`config.mk`:
```
export PLATFORM = sky130hd
export DESIGN_NAME = fft_frame_sched
export DESIGN_NICKNAME = d
export VERILOG_FILES = /design/src/rtl/fft_frame_sched.sv
export SDC_FILE = /design/constraint.sdc
export NUM_CORES = 1
export LEC_CHECK = 0
export ABC_AREA = 1
export CAP_MARGIN = 20
export CORE_MARGIN = 5
export CORE_UTILIZATION = 42
export CTS_BUF_LIST = sky130_fd_sc_hd__clkbuf_16
export DETAILED_ROUTE_END_ITERATION = 10
export PLACE_DENSITY = 0.86
export SYNTH_ARGS = -nofsm -noshare
export SYNTH_HDL_FRONTEND = slang
export SYNTH_SLANG_ARGS = --single-unit
```
`constraint.sdc`:
```
create_clock -name iclk -period 3.55 [get_ports iclk]
set_clock_uncertainty 0.05 [all_clocks]
set_input_delay 0.8875 -clock iclk [delete_from_list [all_inputs] [get_ports iclk]]
set_output_delay 0.8875 -clock iclk [all_outputs]
set_load 0.005 [all_outputs]
```
`src/rtl/fft_frame_sched.sv`:
```
// Frame scheduler around the streaming FFT: frames input samples, tracks output beats and frames in flight.
// Optional watchdog recovery is compiled in with `define FFT_FRAME_TIMEOUT_EN (adds err_timeout port).
module fft_frame_sched #(
    parameter int TOTAL_STAGE_P  = 6,
    parameter int MULT_WIDTH_P   = 18,
    parameter int MAX_INFLIGHT_P = 4,
    parameter int TIMEOUT_P      = 4096
) (
    input  logic                     iclk,
    input  logic                     rst,
    input  logic                     s_valid,
    output logic                     s_ready,
    input  logic [MULT_WIDTH_P-1:0]  s_real,
    input  logic [MULT_WIDTH_P-1:0]  s_imag,
    input  logic                     s_last,
    output logic                     fft_ien,
    output logic [TOTAL_STAGE_P-1:0] fft_iaddr,
    output logic [MULT_WIDTH_P-1:0]  fft_ireal,
    output logic [MULT_WIDTH_P-1:0]  fft_iimag,
    input  logic                     fft_oen,
    input  logic [TOTAL_STAGE_P-1:0] fft_oaddr,
    input  logic [MULT_WIDTH_P-1:0]  fft_oreal,
    input  logic [MULT_WIDTH_P-1:0]  fft_oimag,
    output logic                     m_valid,
    output logic [TOTAL_STAGE_P-1:0] m_addr,
    output logic [MULT_WIDTH_P-1:0]  m_real,
    output logic [MULT_WIDTH_P-1:0]  m_imag,
    output logic                     m_first,
    output logic                     m_last,
    output logic [3:0]               inflight,
    output logic                     err_short,
    output logic                     err_long,
`ifdef FFT_FRAME_TIMEOUT_EN
    output logic                     err_timeout,
`endif
    output logic                     err_stray
);

    localparam logic [TOTAL_STAGE_P-1:0] LAST_ADDR = '1;
    localparam logic [TOTAL_STAGE_P-1:0] ONE       = TOTAL_STAGE_P'(1);

    typedef enum logic [1:0] {IDLE, LOAD, PAD} state_t;

    state_t                   state, state_nx;
    logic [TOTAL_STAGE_P-1:0] in_cnt, in_cnt_nx;
    logic [TOTAL_STAGE_P-1:0] out_cnt;
    logic                     accept, pad_beat, start, short_frm, long_frm;
    logic                     beat_out, frame_done;
    logic [3:0]               inflight_nx;

    always_ff @(posedge iclk) begin
        if (rst) begin
            state  <= IDLE;
            in_cnt <= '0;
        end else begin
            state  <= state_nx;
            in_cnt <= in_cnt_nx;
        end
    end

    always_comb begin
        state_nx  = state;
        in_cnt_nx = in_cnt;
        s_ready   = 1'b0;
        pad_beat  = 1'b0;
        start     = 1'b0;
        short_frm = 1'b0;
        long_frm  = 1'b0;
        case (state)
            IDLE:    s_ready = !rst && (inflight < 4'(MAX_INFLIGHT_P));
            LOAD:    s_ready = !rst;
            PAD:     pad_beat = !rst;
            default: state_nx = IDLE;
        endcase
        accept = s_valid && s_ready;

        // in_cnt is 0 in IDLE, so the end-of-frame branch is only reachable from LOAD
        if (accept) begin
            start = (state == IDLE);
            if (in_cnt == LAST_ADDR) begin
                long_frm  = !s_last;
                in_cnt_nx = '0;
                state_nx  = IDLE;
            end else if (s_last) begin
                short_frm = 1'b1;
                in_cnt_nx = in_cnt + ONE;
                state_nx  = PAD;
            end else begin
                in_cnt_nx = in_cnt + ONE;
                state_nx  = LOAD;
            end
        end

        if (pad_beat) begin
            if (in_cnt == LAST_ADDR) begin
                in_cnt_nx = '0;
                state_nx  = IDLE;
            end else begin
                in_cnt_nx = in_cnt + ONE;
            end
        end
    end

    // Input beat register toward the FFT
    always_ff @(posedge iclk) begin
        if (rst) begin
            fft_ien   <= 1'b0;
            fft_iaddr <= '0;
            fft_ireal <= '0;
            fft_iimag <= '0;
            err_short <= 1'b0;
            err_long  <= 1'b0;
        end else begin
            fft_ien   <= accept || pad_beat;
            err_short <= short_frm;
            err_long  <= long_frm;
            if (accept) begin
                fft_iaddr <= in_cnt;
                fft_ireal <= s_real;
                fft_iimag <= s_imag;
            end else if (pad_beat) begin
                fft_iaddr <= in_cnt;
                fft_ireal <= '0;
                fft_iimag <= '0;
            end
        end
    end

    assign beat_out    = fft_oen && (inflight != 4'd0);
    assign frame_done  = beat_out && (out_cnt == LAST_ADDR);
    assign inflight_nx = inflight + {3'b000, start} - {3'b000, frame_done};

`ifdef FFT_FRAME_TIMEOUT_EN
    localparam int WD_W = $clog2(TIMEOUT_P + 1);
    logic [WD_W-1:0] wd;
    logic            wd_fire;

    assign wd_fire = (inflight != 4'd0) && !fft_oen && (wd == WD_W'(TIMEOUT_P - 1));

    always_ff @(posedge iclk) begin
        if (rst) begin
            wd          <= '0;
            err_timeout <= 1'b0;
        end else begin
            err_timeout <= wd_fire;
            if ((inflight == 4'd0) || fft_oen || wd_fire)
                wd <= '0;
            else
                wd <= wd + WD_W'(1);
        end
    end
`else
    logic wd_fire;
    assign wd_fire = 1'b0;
`endif

    // Output side: registered result beats plus frame bookkeeping
    always_ff @(posedge iclk) begin
        if (rst) begin
            inflight  <= '0;
            out_cnt   <= '0;
            m_valid   <= 1'b0;
            m_addr    <= '0;
            m_real    <= '0;
            m_imag    <= '0;
            m_first   <= 1'b0;
            m_last    <= 1'b0;
            err_stray <= 1'b0;
        end else begin
            m_valid   <= beat_out;
            m_first   <= beat_out && (out_cnt == '0);
            m_last    <= frame_done;
            err_stray <= fft_oen && (inflight == 4'd0);
            if (beat_out) begin
                m_addr <= fft_oaddr;
                m_real <= fft_oreal;
                m_imag <= fft_oimag;
            end
            if (wd_fire) begin
                inflight <= '0;
                out_cnt  <= '0;
            end else begin
                inflight <= inflight_nx;
                if (beat_out)
                    out_cnt <= frame_done ? '0 : out_cnt + ONE;
            end
        end
    end

endmodule

```
==> results by group <==
Yosys
  • Average cell area after synthesis: 7.76 um^2
  • Top cell type's share of synthesized area: 0.528
  • Number of distinct standard cells referenced by the synthesized netlist: 25
  • Net Count, Synth: 625
  • Synthesized netlist cell count: 533
  • Synthesized flop and latch total: 109
  • Cell type with the largest total area after synthesis: dfxtp_1
  • Sequential element share of the synthesized area: 0.528
  • Cell area after synthesis: 0.00413 mm^2
  • Leading cell types by total area after synthesis: dfxtp_1, nor2_1, nand2_1
  • Number of synthesis warnings: 0

STA
  • Timing-limited maximum frequency: 0.329 GHz
  • Sum of negative setup slack: 0 ps
  • Number of hold-slack violations in the final timing report: 0
  • Final Worst Setup Slack: 513 ps
  • Setup repair after global routing missed its margin: no
  • Actual transition at the worst max-transition pin: 732 ps
  • Min cycle time layout: 3040 ps
  • Crit share post-route: 0.855
  • Finish-stage setup viols: 0
  • Normalized max-slew margin: 0.511
  • Final max-slew violation count: 0
  • Worst hold-check slack: 425 ps

Setup path
  • Length in cells of the worst reg-to-reg path: 13
  • Data arrival time of the critical path: 2100 ps
  • Endpoint of the worst register-to-register path: inflight[2]
  • Worst setup SP type: input pin
  • Setup crit end: s_ready
  • R2r startpoint: inflight[2]
  • Critical Path RT: 2610 ps
  • Kind of capture point of the worst setup path: primary output
  • Setup slack of the most critical reg-to-reg path: 1270 ps
  • Largest fanout on the critical path: 2
  • Startpoint of the worst setup timing path: rst
  • CP Class: in2out

Global route
  • Pin count of the biggest net entering global routing: 81
  • Total global routing overflow: 0
  • Initial antenna violation count: 0
  • Number of global-route vias before repair: 3822
  • Wire length of the first global-routing pass: 18000 um
  • Overall global routing resource usage: 0.186

Layout
  • Area added between synthesis and finish: 50.5%
  • Fraction of final layout cells sized beyond drive strength 1: 0.0414
  • Count of nets after finishing: 789
  • Number of standard cells in the layout, taps in and fillers out: 834
  • # fillers: 791
  • Diodes inserted: 0

Clocking
  • Total clock buffers created by CTS: 9
  • Cts repair resizes: 0
  • Number of clock sinks: 109
  • Maximum level of the CTS H-tree: 3
  • # Post-CTS Setup Buffers: 0
  • Later-pin clock latency in the skew report: 330 ps
  • Clock transition time at the flip-flop clock pins of the worst setup and hold paths: 70 ps
  • CTS tree: yes
  • Buffers from clock root to sink, at most: 2
  • Hold-fix buffer count after cts: 0
  • Clock root buffer: clkbuf_16

Place
  • Worst slack at placement: 468 ps
  • Cells after DPL: 819
  • Estimated wirelength of the detail-placed design: 8190 um
  • Gp weighted congestion: 0.750
  • Number of port buffers: 178

Outcome
  • Run status: finished clean

Min path
  • Min-Delay Path Class: reg2reg
  • Min-Delay Path Depth: 2

Die
  • DIE AREA: 0.0119 mm^2
  • Starting density of the core: 0.427
  • Row count: 36
  • Die width: 109 um
  • IO Pins: 179
  • Placeable core region: 0.00968 mm^2
  • Die height: 109 um

Routing
  • Total Routed Length: 11100 um
  • Drt first-iter violations: 273
  • Count of unresolved DRC violations after routing: 0
  • DRT antenna net count: 0
  • WL per Instance: 13.3 um
  • Vias per Instance: 4.82
  • Pre-antenna DRT Iters: 4
  • Total via count after detailed routing: 4022

Power and ir drop
  • Power density of the placed cells: 553 mW/mm^2
  • Peak VDD IR: 0.000285 V
  • Leakage dissipation: 2.38 nW

Flow run
  • Number of maximum-capacitance violations: 0
-- cells by family after synthesis --
kind of cell,share of synthesized area
AO/OA/AOI/OAI,0.120
XOR/XNOR,0.00212
adder cells (fa/ha/maj),0.0291
buffers and inverters,0.0687
flip-flops,0.528
AND/OR/NAND/NOR,0.252
-- placed cells by master, fill, tap and decap left out --
cell type | netlist | routed
a21oi_1 | 23 | 23
buf_4 | 2 | 4
bufinv_16 | 0 | 1
clkbuf_16 | 0 | 9
clkdlybuf4s50_1 | 0 | 178
clkinv_2 | 0 | 1
clkinvlp_4 | 0 | 2
dfxtp_1 | 109 | 109
fa_1 | 1 | 1
ha_1 | 8 | 8
inv_1 | 25 | 27
inv_2 | 5 | 5
nand2_1 | 108 | 108
nand2_2 | 2 | 2
nand2_4 | 2 | 2
nand3_1 | 18 | 18
nand3_4 | 1 | 1
nand4_1 | 2 | 2
nor2_1 | 116 | 116
nor2_4 | 2 | 2
nor3_1 | 5 | 5
o21ai_0 | 75 | 75
o21ai_1 | 1 | 1
xnor2_1 | 1 | 1
-- registers in the layout, indices dropped and copies added (netlist names) --
register,cells
state,2
m_addr,6
m_imag,18
in_cnt,6
inflight,4
m_last,1
fft_ien,1
m_valid,1
err_stray,1
err_long,1
fft_iaddr,6
m_first,1
out_cnt,6
m_real,18
fft_iimag,18
err_short,1
fft_ireal,18
-- worst min-delay path by stage --
stage,from,endpoint,slack [ps]
after floorplan,fft_iimag[2],fft_iimag[2],410
after global placement,fft_iimag[1],fft_iimag[1],400
after detailed placement,fft_iimag[3],fft_iimag[3],410
after CTS,fft_iimag[5],fft_iimag[5],420
after global routing,fft_iimag[5],fft_iimag[5],450
final,fft_iimag[5],fft_iimag[5],420
-- synth_stat cells --
cell type / count
ha_1: 8
inv_1: 25
fa_1: 1
nand2_2: 2
dfxtp_1: 109
o21ai_0: 75
nand2_1: 108
buf_8: 1
buf_4: 2
clkbuf_2: 1
nor2_4: 2
nor2_1: 116
inv_2: 5
nand2_4: 2
nand4_1: 2
nand3_1: 18
a21oi_1: 23
buf_1: 1
nor3_1: 5
buf_6: 4
xnor2_1: 1
o21ai_1: 1
nand3_4: 1
buf_2: 10
clkbuf_1: 10
-- worst max-delay path, cell delays in order --
cell and delay (ps):
clkdlybuf4s50_1 460, nor2_4 150, nand2_1 60, inv_1 40
clkdlybuf4s50_1 500
-- layer usage --
metal / part of all wire / wire [um] / up-vias / global-route usage
met5: 0 / 0 / - / 0
met4: 0.015 / 162 / 0 / 0.0525
met3: 0.11 / 1200 / 13 / 0.0734
met2: 0.48 / 5310 / 165 / 0.307
met1: 0.40 / 4410 / 1820 / 0.225
li1: - / - / 2024 / -
-- per-stage QoR --
step                       util  power, mW  cell area, um^2
after floorplan               -       1.98             4130
after global placement    0.613       2.49             5940
after detailed placement  0.613       2.53             5940
after CTS                 0.643       3.48             6220
after global routing      0.643       3.67             6220
final                     0.643       3.44             6220
-- area by class of cell --
| type | instances | area (um^2) | area share |
|---|---|---|---|
| Sequential cell | 109 | 2180 | 0.351 |
| Multi-Input combinational cell | 365 | 1670 | 0.268 |
| Inverter | 30 | 113 | 0.0181 |
| Clock buffer | 9 | 225 | 0.0362 |
| Tap cell | 133 | 166 | 0.0267 |
| Timing Repair Buffer | 182 | 1810 | 0.291 |
| Clock inverter | 6 | 57.6 | 0.00925 |
-- report_power, final --
part           total (mW)  internal, mW  switching [mW]
Clock               0.947         0.536           0.411
Combinational       0.964         0.532           0.432
Sequential           1.53          1.42           0.107
No activity file was read; power rests on OpenSTA's default activity.
